--- config.mk ---
export PLATFORM = sky130hd
export DESIGN_NAME = game_update_hist
export DESIGN_NICKNAME = d
export VERILOG_FILES = /design/src/rtl/game_update_hist_pkg.sv /design/src/rtl/game_update_hist_stack.sv /design/src/rtl/game_update_hist.sv
export SDC_FILE = /design/constraint.sdc
export NUM_CORES = 1
export LEC_CHECK = 0
export BUFFER_PORTS_ARGS = -buffer_cell sky130_fd_sc_hd__buf_2
export CORE_MARGIN = 2
export CORE_UTILIZATION = 51
export CTS_CLUSTER_DIAMETER = 120
export DETAILED_ROUTE_END_ITERATION = 10
export GPL_TIMING_DRIVEN = 0
export HOLD_SLACK_MARGIN = 0.05
export PLACE_DENSITY = 0.82
export SLEW_MARGIN = 20
export SYNTH_ARGS = -nofsm -noshare
export SYNTH_HDL_FRONTEND = slang
export SYNTH_SLANG_ARGS = --single-unit
--- constraint.sdc ---
create_clock -name OK_button -period 3.1 [get_ports OK_button]
set_clock_uncertainty 0.2 [all_clocks]
set_input_delay 0.155 -clock OK_button [delete_from_list [all_inputs] [get_ports OK_button]]
set_output_delay 0.155 -clock OK_button [all_outputs]
set_load 0.005 [all_outputs]
--- src/rtl/game_update_hist_pkg.sv ---
// Purpose: shared game encoding (PLAY/DRAW codes, width helper, edge action decode) for game_update_hist.
// Latency: n/a (types and constant functions only).
// Backpressure: n/a.
package game_update_hist_pkg;

  // Cell value 0 means empty; curr_state 0 means the game is still being played.
  localparam int PLAY_CODE = 0;

  // Ceiling log2; clog2(1) = 0. Used for every derived width so the judge and
  // display logic agree on the cell/turn/state encoding.
  function automatic int clog2(input int value);
    int r;
    r = 0;
    while ((1 << r) < value) r++;
    return r;
  endfunction

  // DRAW is the all-ones code of a state field of the given width.
  function automatic int draw_code(input int sw);
    return (1 << sw) - 1;
  endfunction

  // What a single confirm edge does, after priority resolution.
  typedef enum logic [1:0] {
    ACT_HOLD     = 2'd0,
    ACT_NEW_GAME = 2'd1,
    ACT_UNDO     = 2'd2,
    ACT_COMMIT   = 2'd3
  } action_e;

endpackage

--- src/rtl/game_update_hist_stack.sv ---
// Purpose: circular LIFO of boards for undo; a push when full overwrites the oldest entry.
// Latency: push/pop/clear take effect on the clock edge; top_dat is the newest entry, read combinationally.
// Backpressure: none; pop with level 0 is ignored, push when full keeps level at DEPTH.
module move_history_stack
  import game_update_hist_pkg::*;
#(
  parameter int WIDTH = 18,
  parameter int DEPTH = 4,
  localparam int LVL_W = clog2(DEPTH + 1),
  localparam int PTR_W = (DEPTH > 1) ? clog2(DEPTH) : 1
) (
  input  logic             clk,
  input  logic             rst,
  input  logic             push,
  input  logic             pop,
  input  logic             clear,
  input  logic [WIDTH-1:0] din,
  output logic [WIDTH-1:0] top_dat,
  output logic [LVL_W-1:0] level
);

  logic [WIDTH-1:0] mem [DEPTH];
  logic [PTR_W-1:0] head;      // slot holding the newest entry
  logic [PTR_W-1:0] head_inc;
  logic [PTR_W-1:0] head_dec;
  logic             do_push;
  logic             do_pop;

  // Clear wins over push/pop; pop of an empty stack does nothing.
  assign do_push  = push && !clear;
  assign do_pop   = pop && !clear && !push && (level != '0);
  assign head_inc = (head == PTR_W'(DEPTH - 1)) ? '0 : head + PTR_W'(1);
  assign head_dec = (head == '0) ? PTR_W'(DEPTH - 1) : head - PTR_W'(1);
  assign top_dat  = mem[head];

  // Ring pointer and occupancy; level saturates at DEPTH when overwriting.
  always_ff @(posedge clk or posedge rst) begin
    if (rst) begin
      head  <= '0;
      level <= '0;
    end else if (clear) begin
      head  <= '0;
      level <= '0;
    end else if (do_push) begin
      head  <= head_inc;
      level <= (level == LVL_W'(DEPTH)) ? level : level + LVL_W'(1);
    end else if (do_pop) begin
      head  <= head_dec;
      level <= level - LVL_W'(1);
    end
  end

  // Board storage; contents are only meaningful below level, so no reset.
  always_ff @(posedge clk) begin
    if (do_push) mem[head_inc] <= din;
  end

endmodule

--- src/rtl/game_update_hist.sv ---
// Purpose: board/turn/state register for N-player grid games with a bounded undo history.
// Latency: every output is registered and changes on the OK_button rising edge that commits the action.
// Backpressure: none; undo with empty history and idle edges simply hold state.
module game_update_hist
  import game_update_hist_pkg::*;
#(
  parameter int NUM_PLAYERS = 2,
  parameter int CELLS       = 9,
  parameter int HIST_DEPTH  = 4,
  localparam int CELL_W = clog2(NUM_PLAYERS + 1),
  localparam int PW     = CELL_W,
  localparam int SW     = clog2(NUM_PLAYERS + 2),
  localparam int BW     = CELLS * CELL_W,
  localparam int CW     = clog2(CELLS + 1),
  localparam int HW     = clog2(HIST_DEPTH + 1)
) (
  input  logic          OK_button,
  input  logic          reset,
  input  logic          valid_move,
  input  logic          undo,
  input  logic [BW-1:0] next_move,
  input  logic [SW-1:0] next_state,
  output logic [BW-1:0] curr_move,
  output logic [SW-1:0] curr_state,
  output logic [PW-1:0] curr_turn,
  output logic [CW-1:0] move_count,
  output logic [HW-1:0] hist_level
);

  localparam logic [SW-1:0] STATE_PLAY = SW'(PLAY_CODE);
  localparam logic [SW-1:0] STATE_DRAW = SW'(draw_code(SW));

  action_e       action;
  logic [BW-1:0] hist_top;
  logic [PW-1:0] turn_next;
  logic [PW-1:0] turn_prev;
  logic [CW-1:0] count_inc;
  logic [CW-1:0] count_dec;

  // Edge priority: finished game restarts, then undo (even when it cannot pop), then commit.
  always_comb begin
    action = ACT_HOLD;
    if (curr_state != STATE_PLAY) begin
      action = ACT_NEW_GAME;
    end else if (undo) begin
      action = (hist_level != '0) ? ACT_UNDO : ACT_HOLD;
    end else if (valid_move) begin
      action = ACT_COMMIT;
    end
  end

  // Turn rotation wraps over players 1..NUM_PLAYERS; the counter saturates at CELLS and floors at 0.
  assign turn_next = (curr_turn == PW'(NUM_PLAYERS)) ? PW'(1) : curr_turn + PW'(1);
  assign turn_prev = (curr_turn == PW'(1)) ? PW'(NUM_PLAYERS) : curr_turn - PW'(1);
  assign count_inc = (move_count == CW'(CELLS)) ? move_count : move_count + CW'(1);
  assign count_dec = (move_count == '0) ? '0 : move_count - CW'(1);

  move_history_stack #(
    .WIDTH (BW),
    .DEPTH (HIST_DEPTH)
  ) u_hist (
    .clk     (OK_button),
    .rst     (reset),
    .push    (action == ACT_COMMIT),
    .pop     (action == ACT_UNDO),
    .clear   (action == ACT_NEW_GAME),
    .din     (curr_move),
    .top_dat (hist_top),
    .level   (hist_level)
  );

  // Committed game registers; reset parks the game in DRAW so the first confirm starts play.
  always_ff @(posedge OK_button or posedge reset) begin
    if (reset) begin
      curr_move  <= '0;
      curr_state <= STATE_DRAW;
      curr_turn  <= PW'(1);
      move_count <= '0;
    end else begin
      case (action)
        ACT_NEW_GAME: begin
          curr_move  <= '0;
          curr_state <= STATE_PLAY;
          curr_turn  <= PW'(1);
          move_count <= '0;
        end
        ACT_UNDO: begin
          curr_move  <= hist_top;
          curr_state <= STATE_PLAY;
          curr_turn  <= turn_prev;
          move_count <= count_dec;
        end
        ACT_COMMIT: begin
          curr_move  <= next_move;
          curr_state <= next_state;
          curr_turn  <= turn_next;
          move_count <= count_inc;
        end
        ACT_HOLD: begin
          curr_move  <= curr_move;
        end
      endcase
    end
  end

endmodule

==> impl_results.md, run 1 <==
- Drt drc: 0
- Clock root cell: clkbuf_8
- Final period util: 93.09%
- Crit. End Element: register
- Tot GR Track Use: 20.97%
- Worst Reg2Reg Path Length in Cells: 6
- Nature of the critical path startpoint: register
- Post-route setup slack: 0.2142 ns
- Cells after Synth: 301
- Die ar.: 9464 µm²
- Worst ir drop on vdd: 0.4535 mV
- # setup viols final: 0
- Worst EP arrival: 2.92 ns
- HPWL Detailed: 5765 µm
- Hold crit path type: in2reg
- # Max-Cap Violations: 0
- Worst Path Required: 3.14 ns
- Number of synthesized flops with an enable pin: 72
- H-tree levels: 3
- Initial core utilization: 51.65%
- Post-DRT Antenna Nets: 0
- Minimum hold slack: 0.1594 ns
- Nets@finish: 425
- Pins Over Slew Limit: 0
- Slew HR: 32.56%
- Synthesized flop and latch total: 103
- Hold Path Cell Cnt: 5
- Clk Latency, worst-skew pair: 0.37 ns
- Number of port buffers: 51
- Share of layout cells above drive strength 1: 25.57%
- Layout Cells excl Fill: 503
- Initial antenna violation count: 0
- Clock Tree Buf Depth: 2
- RSZ-0062 raised after global routing: false
- FF-to-FF Start: curr_state[1]
- Setup tns final: 0 ns
- Mapped Area: 4438 µm²
- I/O pin total: 53
- Placed Cells: 460
- Sequential area share after synthesis: 66.28%
- Clock sinks: 103
- Pin count of the biggest net entering global routing: 32
- PD cells: 828.7 nW/µm²
- Synth Area per Inst: 14.74 µm²
- Vias: 2945
- Core Region: 8593 µm²
- Initial detailed-routing violation count: 288
- Time the worst path needs with I/O delays and setup: 2.886 ns
- Yosys warning total: 0
- Reg clk slew, reported paths: 0.11 ns
- HP Start: undo
- Gpl congestion: 0.8571
- Routed WL per cell: 18.33 µm
- Fill cells: 650
- Drt pass-1 iters: 5
- Die Wd: 97.29 µm
- Critical path fanouts, max: 10
- Die Y: 97.29 µm
- Number of global-route vias before repair: 3090
- First-pass GRT wire length: 15380 µm
- Setup CP Type: reg2reg
- Cts bufs inserted: 9
- Outcome: complete, no violations
- R2r endpoint: u_hist.level[1]
- Unique masters post-synth: 47
- CTS tree: done
- Post-Route WL: 9219 µm
- Worst Max-Slew Pin Slew: 1.012 ns
- Ys async rst share: 30.10%
- Floorplan row count: 34
- Endpoints failing hold: 0
- Vias/cell: 5.855
- Area grow syn2layout: 19.17%
- Total grt overflow: 0
- Reg2Reg Setup Slack: 0.21 ns
- Post-synth top flop: edfxtp_1
- ANT cells: 0
- Postcts setup bufs: 0
- Hold EP: curr_move[15]
- Synth Net Count: 336
- Place WS: 0.03933 ns
- Fmax: 346.5 MHz
- Lkg Pwr: 0.002065 µW
## registers in the layout, indices dropped and copies added, names as in the netlist
name,flops
u_hist.mem,72
curr_state,2
u_hist.head,2
u_hist.level,3
curr_move,18
curr_turn,2
move_count,4
## synth_stat cells, types with 2 or more instances
cell / number / area share, %
a21oi_1: 3 / 0.34
o211ai_1: 2 / 0.34
nor2_1: 5 / 0.42
buf_1: 3 / 0.25
nand2_1: 42 / 3.6
clkbuf_1: 7 / 0.59
buf_2: 4 / 0.45
nand3_1: 18 / 2.0
nand4_1: 22 / 3.1
a2111oi_0: 2 / 0.39
o221ai_1: 2 / 0.39
ha_1: 10 / 2.8
nand2b_1: 3 / 0.42
xor2_1: 2 / 0.39
o21ai_0: 8 / 0.90
dfrtp_1: 28 / 16
buf_6: 4 / 1.0
and2_1: 7 / 0.99
mux4_2: 18 / 9.1
edfxtp_1: 72 / 49
dfstp_2: 3 / 1.8
a31oi_1: 2 / 0.28
inv_1: 10 / 0.85
## cells in the final DEF, fill, tap and decap left out, types with 2 or more instances in the layout
cell	count
inv_6	2
a2111oi_0	2
and2_1	7
a31oi_1	2
clkbuf_8	9
dlygate4sd3_1	27
nor2_1	5
dfrtp_1	28
o221ai_1	2
o211ai_1	2
clkbuf_1	8
buf_6	4
nand3_1	18
mux4_2	18
ha_1	10
edfxtp_1	72
nand2b_1	3
buf_2	55
dfstp_2	3
nand2_1	42
a21oi_1	3
buf_1	3
nand4_1	22
clkinv_4	2
inv_1	9
o21ai_0	8
xor2_1	2
## through the flow
stage | cell area (µm²) | utilization [%] | total power, µW
2_1_floorplan | 4438 | - | 3076
3_3_place_gp | 4828 | 56.19 | 3504
3_5_place_dp | 4828 | 56.19 | 3578
4_1_cts | 5280 | 61.44 | 4381
5_1_grt | 5289 | 61.55 | 4639
6_report | 5289 | 61.55 | 4383
## layout make-up
cell class / count / area, µm² / share of cell area (%)
Buffer: 18 / 102.6 / 1.940
Clock buffer: 10 / 127.6 / 2.413
Clock inverter: 6 / 53.80 / 1.017
Inverter: 10 / 37.54 / 0.7097
Multi-Input combinational cell: 170 / 1365 / 25.81
Sequential cell: 103 / 2942 / 55.62
Tap cell: 108 / 135.1 / 2.555
Timing Repair Buffer: 78 / 525.5 / 9.936
## critical path, stage by stage (launching register included)
cell and delay, ns:
dfstp_2 0.42, nor4b_4 0.57, clkbuf_1 0.50, fa_1 0.52
nor2_1 0.12, a21oi_1 0.05, a2111oi_0 0.38
## cells by family (layout without fill, tap and decap cells)
group,Yosys count,after routing,share of synthesized area [%]
and+or+nand+nor,108,108,12.52
muxes,18,18,9.135
adders and majority gates,11,11,3.270
buffers and inverters,28,122,3.158
xor gates and xnor gates,3,3,0.5922
AOI/OAI and AO/OA,30,30,5.047
DFF,103,103,66.28
## worst max-delay path by stage
stage                             start              end  slack [ns]  cells after the start
after detailed placement  curr_state[1]  u_hist.level[1]        0.04                      6
after floorplan           curr_state[1]  u_hist.level[1]        0.67                      6
after CTS                 curr_state[1]  u_hist.level[1]        0.03                      6
after global routing      curr_state[1]  u_hist.level[1]        0.07                      6
after global placement    curr_state[1]  u_hist.level[1]        0.13                      6
final                     curr_state[1]  u_hist.level[1]        0.21                      6
## metal layers
metal | track usage (%) | vias up | routed length, µm
li1 | - | 1325 | -
met1 | 29.17 | 1518 | 4077
met2 | 34.08 | 91 | 4588
met3 | 2.950 | 11 | 451
met4 | 8.120 | 0 | 102
met5 | 0 | - | 0
## repair_timing
item                       4_1_cts  5_1_grt
hold buffers                    27        0
setup endpoints to repair        0       19
hold endpoints to repair        51        0
gates resized for setup          0        1
## report_power, final
group | total (µW) | switching, µW | internal (µW)
clock | 793 | 486 | 307
sequential | 2230 | 315 | 1910
combinational | 1360 | 707 | 657
(Power assumes the default switching activity.)
==> inputs of run 2 (changes only) <==
--- a/config.mk
+++ b/config.mk
@@ -6,13 +6,14 @@
 export NUM_CORES = 1
 export LEC_CHECK = 0
 export BUFFER_PORTS_ARGS = -buffer_cell sky130_fd_sc_hd__buf_2
+export CAP_MARGIN = 20
 export CORE_MARGIN = 2
 export CORE_UTILIZATION = 51
 export CTS_CLUSTER_DIAMETER = 120
 export DETAILED_ROUTE_END_ITERATION = 10
 export GPL_TIMING_DRIVEN = 0
 export HOLD_SLACK_MARGIN = 0.05
-export PLACE_DENSITY = 0.82
+export PLACE_DENSITY = 0.81
 export SLEW_MARGIN = 20
 export SYNTH_ARGS = -nofsm -noshare
 export SYNTH_HDL_FRONTEND = slang
==> run 2 against run 1 <==
Sequential cell count is the same. Setup slack improved by 0.060 ns. Highest routed layer unchanged. Via count decreased by 0.24%. Global-route usage fell by 0.55 points. Combinational power about the same.
==> impl_results.md, run 2 (same netlist as run 1, synthesis figures left out) <==
- Fmax: 353.9 MHz (was 346.5 MHz)
- Largest register FFs: 72 (unchanged)
- Hold Path Cell Cnt: 5 (unchanged)
- Clk Latency, worst-skew pair: 0.36 ns (was 0.37 ns)
- Total grt overflow: 0 (unchanged)
- Reg2Reg Setup Slack: 0.29 ns (was 0.21 ns)
- Floorplan row count: 34 (unchanged)
- Critical Path Start: valid_move (was curr_state[1])
- Initial antenna violation count: 0 (unchanged)
- First-pass GRT wire length: 14950 µm (was 15380 µm)
- Post-DRT Antenna Nets: 0 (unchanged)
- Clock Tree Buf Depth: 2 (unchanged)
- Final period util: 91.16% (was 93.09%)
- H-tree levels: 3 (unchanged)
- CP max-delay cell: dlygate4sd3_1 (was nor4b_4)
- Worst Max-Slew Pin Slew: 0.9805 ns (was 1.012 ns)
- HP Start: undo (unchanged)
- Worst ir drop on vdd: 0.4888 mV (was 0.4535 mV)
- FF-to-FF Start: curr_state[1] (unchanged)
- Most common cell after layout, fill and taps aside: edfxtp_1 (unchanged)
- Area grow syn2layout: 19.20% (was 19.17%)
- PD cells: 822.6 nW/µm² (was 828.7 nW/µm²)
- Clock sinks: 103 (unchanged)
- Sequential Area: 2942 µm² (unchanged)
- HPWL Detailed: 5833 µm (was 5765 µm)
- Routed WL per cell: 18.45 µm (was 18.33 µm)
- # Max-Cap Violations: 0 (unchanged)
- Post-Route WL: 9281 µm (was 9219 µm)
- Number of port buffers: 51 (unchanged)
- Worst Reg2Reg Path Length in Cells: 6 (unchanged)
- Share of layout cells above drive strength 1: 25.57% (unchanged)
- Endpoints failing hold: 0 (unchanged)
- Core Region: 8593 µm² (unchanged)
- Clock root cell: clkbuf_8 (unchanged)
- Gpl congestion: 0.8947 (was 0.8571)
- Time the worst path needs with I/O delays and setup: 2.826 ns (was 2.886 ns)
- Worst path cell trace: dlygate4sd3_1 > buf_2 > nor4b_4 > clkbuf_1 > fa_1 > nor2_1 > a21oi_1 > a2111oi_0 (was nor4b_4 > clkbuf_1 > fa_1 > nor2_1 > a21oi_1 > a2111oi_0)
- Drt pass-1 iters: 5 (unchanged)
- Vias/cell: 5.841 (was 5.855)
- I/O pin total: 53 (unchanged)
- Area of the multi-input gates: 1365 µm² (unchanged)
- Nature of the critical path startpoint: primary input (was register)
- Pins Over Slew Limit: 0 (unchanged)
- Reg clk slew, reported paths: 0.11 ns (about the same)
- Number of global-route vias before repair: 2929 (was 3090)
- Design Power: 4352 µW (was 4383 µW)
- Initial detailed-routing violation count: 285 (was 288)
- ANT cells: 0 (unchanged)
- Most frequent cells in the layout: edfxtp_1, buf_2, nand2_1 (unchanged)
- Hold EP: curr_move[17] (was curr_move[15])
- Register with the most flip-flops: u_hist.mem (unchanged)
- Initial core utilization: 51.65% (unchanged)
- Postcts setup bufs: 0 (unchanged)
- # setup viols final: 0 (unchanged)
- Pin count of the biggest net entering global routing: 32 (unchanged)
- Setup CP Type: in2reg (was reg2reg)
- Die Wd: 97.29 µm (unchanged)
- Setup tns final: 0 ns (unchanged)
- Slowest stage delay, CP: 0.52 ns (was 0.57 ns)
- Routed wl met2: 4718 µm (was 4588 µm)
- Lkg Pwr: 0.002062 µW (was 0.002065 µW)
- Die Y: 97.29 µm (unchanged)
- WL met1: 3816 µm (was 4077 µm)
- Critical path fanouts, max: 10 (unchanged)
- Die ar.: 9464 µm² (unchanged)
- Slew HR: 34.63% (was 32.56%)
- Util after Layout: 61.56% (was 61.55%)
- Tot GR Track Use: 20.42% (was 20.97%)
- Hold crit path type: in2reg (unchanged)
- R2r endpoint: u_hist.level[1] (unchanged)
- Cts bufs inserted: 9 (unchanged)
- Vias: 2938 (was 2945)
- Worst EP arrival: 2.86 ns (was 2.92 ns)
- Nets@finish: 425 (unchanged)
- CTS tree: done (unchanged)
- Outcome: complete, no violations (unchanged)
- Routed wl met3: 616 µm (was 451 µm)
- Worst Path Required: 3.13 ns (was 3.14 ns)
- Highest routed layer: met4 (unchanged)
- Crit. End Element: register (unchanged)
- Biggest regs: u_hist.mem x72, curr_move x18, move_count x4 (unchanged)
- Drt drc: 0 (unchanged)
- RSZ-0062 raised after global routing: false (unchanged)
- Fill cells: 644 (was 650)
-- run 2: changes by cell type in the layout (fill, tap and decap cells not counted), sizes merged --
cell	previous run	this run
clkinvlp	1	2
inv	13	12
-- run 2: power breakdown --
group          switching, µW  internal [µW]  total, µW
Clock                    471            307        778
Sequential               306           1910       2220
Combinational            700            657       1360
Total                   1480           2870       4350
-- run 2: repair_timing --
action                                  in CTS  in global routing
endpoints found under the hold margin       51                  0
endpoints found under the setup margin       0                  1
gates resized for setup                      0                  1
hold buffers                                27                  0
-- run 2: worst max-delay path: cells and delay by family --
family / cells / cell delay, ns
adder cells (fa/ha/maj): 1 / 0.52
AND/OR/NAND/NOR: 2 / 0.57
buffers and inverters: 3 / 1.17
AO/OA/AOI/OAI: 2 / 0.42
-- run 2: how the worst max path moves through the flow --
stage	to	slack (ns)	cells past startpoint
after CTS	u_hist.level[1]	0.01	6
final	u_hist.level[1]	0.27	8
after floorplan	u_hist.level[1]	0.67	6
after global placement	u_hist.level[1]	0.12	6
after detailed placement	u_hist.level[1]	0.04	6
after global routing	u_hist.level[1]	0.05	6
-- run 2: metrics by stage --
| step | setup WS (ns) | std cells | hold slack [ns] | instance area [µm²] |
|---|---|---|---|---|
| 3_5_place_dp | 0.03832 | 460 | 0.1301 | 4828 |
| 5_1_grt | 0.05080 | 503 | 0.1937 | 5290 |
| 6_report | 0.2741 | 503 | 0.1569 | 5290 |
| 4_1_cts | 0.01228 | 503 | 0.1634 | 5281 |
| 2_1_floorplan | 0.6698 | 301 | 0.05628 | 4438 |
| 3_3_place_gp | 0.1172 | 460 | 0.1642 | 4828 |
-- run 2: cell type report --
type                            instances  area share (%)
Buffer                                 18           1.939
Clock buffer                           10           2.412
Clock inverter                          6           1.041
Inverter                               10          0.7096
Multi-Input combinational cell        170           25.80
Sequential cell                       103           55.61
Tap cell                              108           2.554
Timing Repair Buffer                   78           9.934
-- run 2: per-layer routing --
layer / global-route usage, % / up-vias
li1: - / 1328
met1: 27.57 / 1469
met2: 33.01 / 126
met3: 4.892 / 15
met4: 7.051 / 0
met5: 0 / -
==> inputs of run 3 (changes only) <==
--- a/config.mk
+++ b/config.mk
@@ -7,13 +7,12 @@
 export LEC_CHECK = 0
 export BUFFER_PORTS_ARGS = -buffer_cell sky130_fd_sc_hd__buf_2
 export CAP_MARGIN = 20
-export CORE_MARGIN = 2
-export CORE_UTILIZATION = 51
+export CORE_UTILIZATION = 25
 export CTS_CLUSTER_DIAMETER = 120
 export DETAILED_ROUTE_END_ITERATION = 10
 export GPL_TIMING_DRIVEN = 0
 export HOLD_SLACK_MARGIN = 0.05
-export PLACE_DENSITY = 0.81
+export PLACE_DENSITY = 0.51
 export SLEW_MARGIN = 20
 export SYNTH_ARGS = -nofsm -noshare
 export SYNTH_HDL_FRONTEND = slang
==> run 3 against run 2 <==
Worst hold slack gained 0.13 ns. Sequential share of layout area is 2.6 points lower. Largest power group unchanged. Count of clock-buffer cells in the layout is the same. Via count is 2.6% lower.
==> impl_results.md, run 3 (same netlist as run 1, synthesis figures left out) <==
- Outcome: complete, no violations (unchanged)
- Initial core utilization: 25.66% (was 51.65%)
- Die Y: 135.2 µm (was 97.29 µm)
- Clock sinks: 103 (unchanged)
- Critical path fanouts, max: 18 (was 10)
- Core Region: 17300 µm² (was 8593 µm²)
- Vias/cell: 4.610 (was 5.841)
- Worst Max-Slew Pin Slew: 1.062 ns (was 0.9805 ns)
- Minimum hold slack: 0.2866 ns (was 0.1569 ns)
- Vias: 2863 (was 2938)
- Endpoints failing hold: 0 (unchanged)
- Post-DRT Antenna Nets: 0 (unchanged)
- Number of global-route vias before repair: 2918 (was 2929)
- Number of port buffers: 51 (unchanged)
- Clock Tree Buf Depth: 2 (unchanged)
- Crit. End Element: register (unchanged)
- PD cells: 842.8 nW/µm² (was 822.6 nW/µm²)
- Hold crit path type: reg2reg (was in2reg)
- Gpl congestion: 0.7405 (was 0.8947)
- Fmax: 356.9 MHz (was 353.9 MHz)
- Sequential Area: 2942 µm² (unchanged)
- Area of the multi-input gates: 1365 µm² (unchanged)
- Most common cell after layout, fill and taps aside: edfxtp_1 (unchanged)
- Initial antenna violation count: 0 (unchanged)
- Die ar.: 18290 µm² (was 9464 µm²)
- Setup CP Type: in2reg (unchanged)
- Register with the most flip-flops: u_hist.mem (unchanged)
- Area grow syn2layout: 25.04% (was 19.20%)
- Floorplan row count: 48 (was 34)
- Biggest regs: u_hist.mem x72, curr_move x18, move_count x4 (unchanged)
- Fill cells: 1750 (was 644)
- Post-Route WL: 10440 µm (was 9281 µm)
- Worst EP arrival: 2.57 ns (was 2.86 ns)
- RSZ-0062 raised after global routing: false (unchanged)
- ANT cells: 0 (unchanged)
- Slew HR: 29.23% (was 34.63%)
- Worst ir drop on vdd: 0.2627 mV (was 0.4888 mV)
- # setup viols final: 0 (unchanged)
- H-tree levels: 3 (unchanged)
- Total grt overflow: 0 (unchanged)
- Pins Over Slew Limit: 0 (unchanged)
- Tot GR Track Use: 12.10% (was 20.42%)
- Lkg Pwr: 0.002125 µW (was 0.002062 µW)
- Largest register FFs: 72 (unchanged)
- Clk Latency, worst-skew pair: 0.35 ns (was 0.36 ns)
- Drt pass-1 iters: 4 (was 5)
- Die Wd: 135.2 µm (was 97.29 µm)
- Drt drc: 0 (unchanged)
- HPWL Detailed: 6679 µm (was 5833 µm)
- Time the worst path needs with I/O delays and setup: 2.802 ns (was 2.826 ns)
- Clock root cell: clkbuf_16 (was clkbuf_8)
- First-pass GRT wire length: 16520 µm (was 14950 µm)
- Most frequent cells in the layout: edfxtp_1, buf_2, nand2_1 (unchanged)
- Nature of the critical path startpoint: primary input (unchanged)
- Pin count of the biggest net entering global routing: 27 (was 32)
- Cts bufs inserted: 9 (unchanged)
- CTS tree: done (unchanged)
- # Max-Cap Violations: 0 (unchanged)
- Nets@finish: 426 (was 425)
- Share of layout cells above drive strength 1: 26.01% (was 25.57%)
- Routed WL per cell: 16.80 µm (was 18.45 µm)
- Reg clk slew, reported paths: 0.07 ns (was 0.11 ns)
- Initial detailed-routing violation count: 193 (was 285)
- I/O pin total: 53 (unchanged)
- Final period util: 90.38% (was 91.16%)
- Util after Layout: 32.08% (was 61.56%)
- Worst Path Required: 2.87 ns (was 3.13 ns)
-- run 3: critical path, stage by stage --
cell	delay, ns
dlygate4sd3_1	0.54
buf_6	0.14
nor4b_4	0.55
buf_2	0.36
and2_1	0.80
-- run 3: what timing repair did --
item,4_1_cts,5_1_grt
gates resized for setup,1,2
buffers inserted,0,0
setup endpoints to repair,1,1
hold endpoints to repair,54,0
hold buffers,27,0
-- run 3: worst paths after layout --
path	end	start	slack (ns)	cells past startpoint
worst min-delay path	curr_turn[1]	curr_turn[1]	0.29	1
min in group asynchronous	curr_turn[1]	reset	0.59	4
worst min register to register	curr_turn[1]	curr_turn[1]	0.29	1
worst max-delay path	u_hist.mem[0][4]	undo	0.30	5
max in group asynchronous	curr_turn[0]	reset	1.65	5
worst max register to register	u_hist.mem[0][4]	curr_state[1]	0.39	3
-- run 3: layout make-up --
type                       count  share of cell area, %
clock buffer                  10                  4.126
sequential                   103                  53.01
clock inverter                 6                 0.8117
buffer                        18                  1.871
inverter                      10                 0.6764
timing repair buffer          79                  9.831
multi-input combinational    170                  24.60
tap                          225                  5.073
-- run 3: power by group --
part,switching (µW),internal [µW]
combinational,726,660
clock,514,551
sequential,312,1910
total,1550,3120
-- run 3: per-layer routing --
| layer | share of wire (%) | track usage, % | up-vias |
|---|---|---|---|
| met4 | 1.4 | 4.307 | 0 |
| met2 | 47 | 19.03 | 55 |
| met1 | 47 | 16.70 | 1461 |
| met3 | 4.2 | 2.132 | 12 |
| li1 | - | - | 1335 |
| met5 | 0 | 0 | - |
-- run 3: through the flow --
step	TNS, ns	cells	area (µm²)	total power [µW]	setup WS (ns)
floorplan	0	301	4438	3076	0.6698
global placement	-0.4209	577	4975	3572	-0.1030
detailed placement	-0.08807	578	4995	3628	-0.08807
CTS	0	621	5548	4733	0.04977
global route	0	621	5549	4973	0.05272
finish	0	621	5549	4677	0.2982
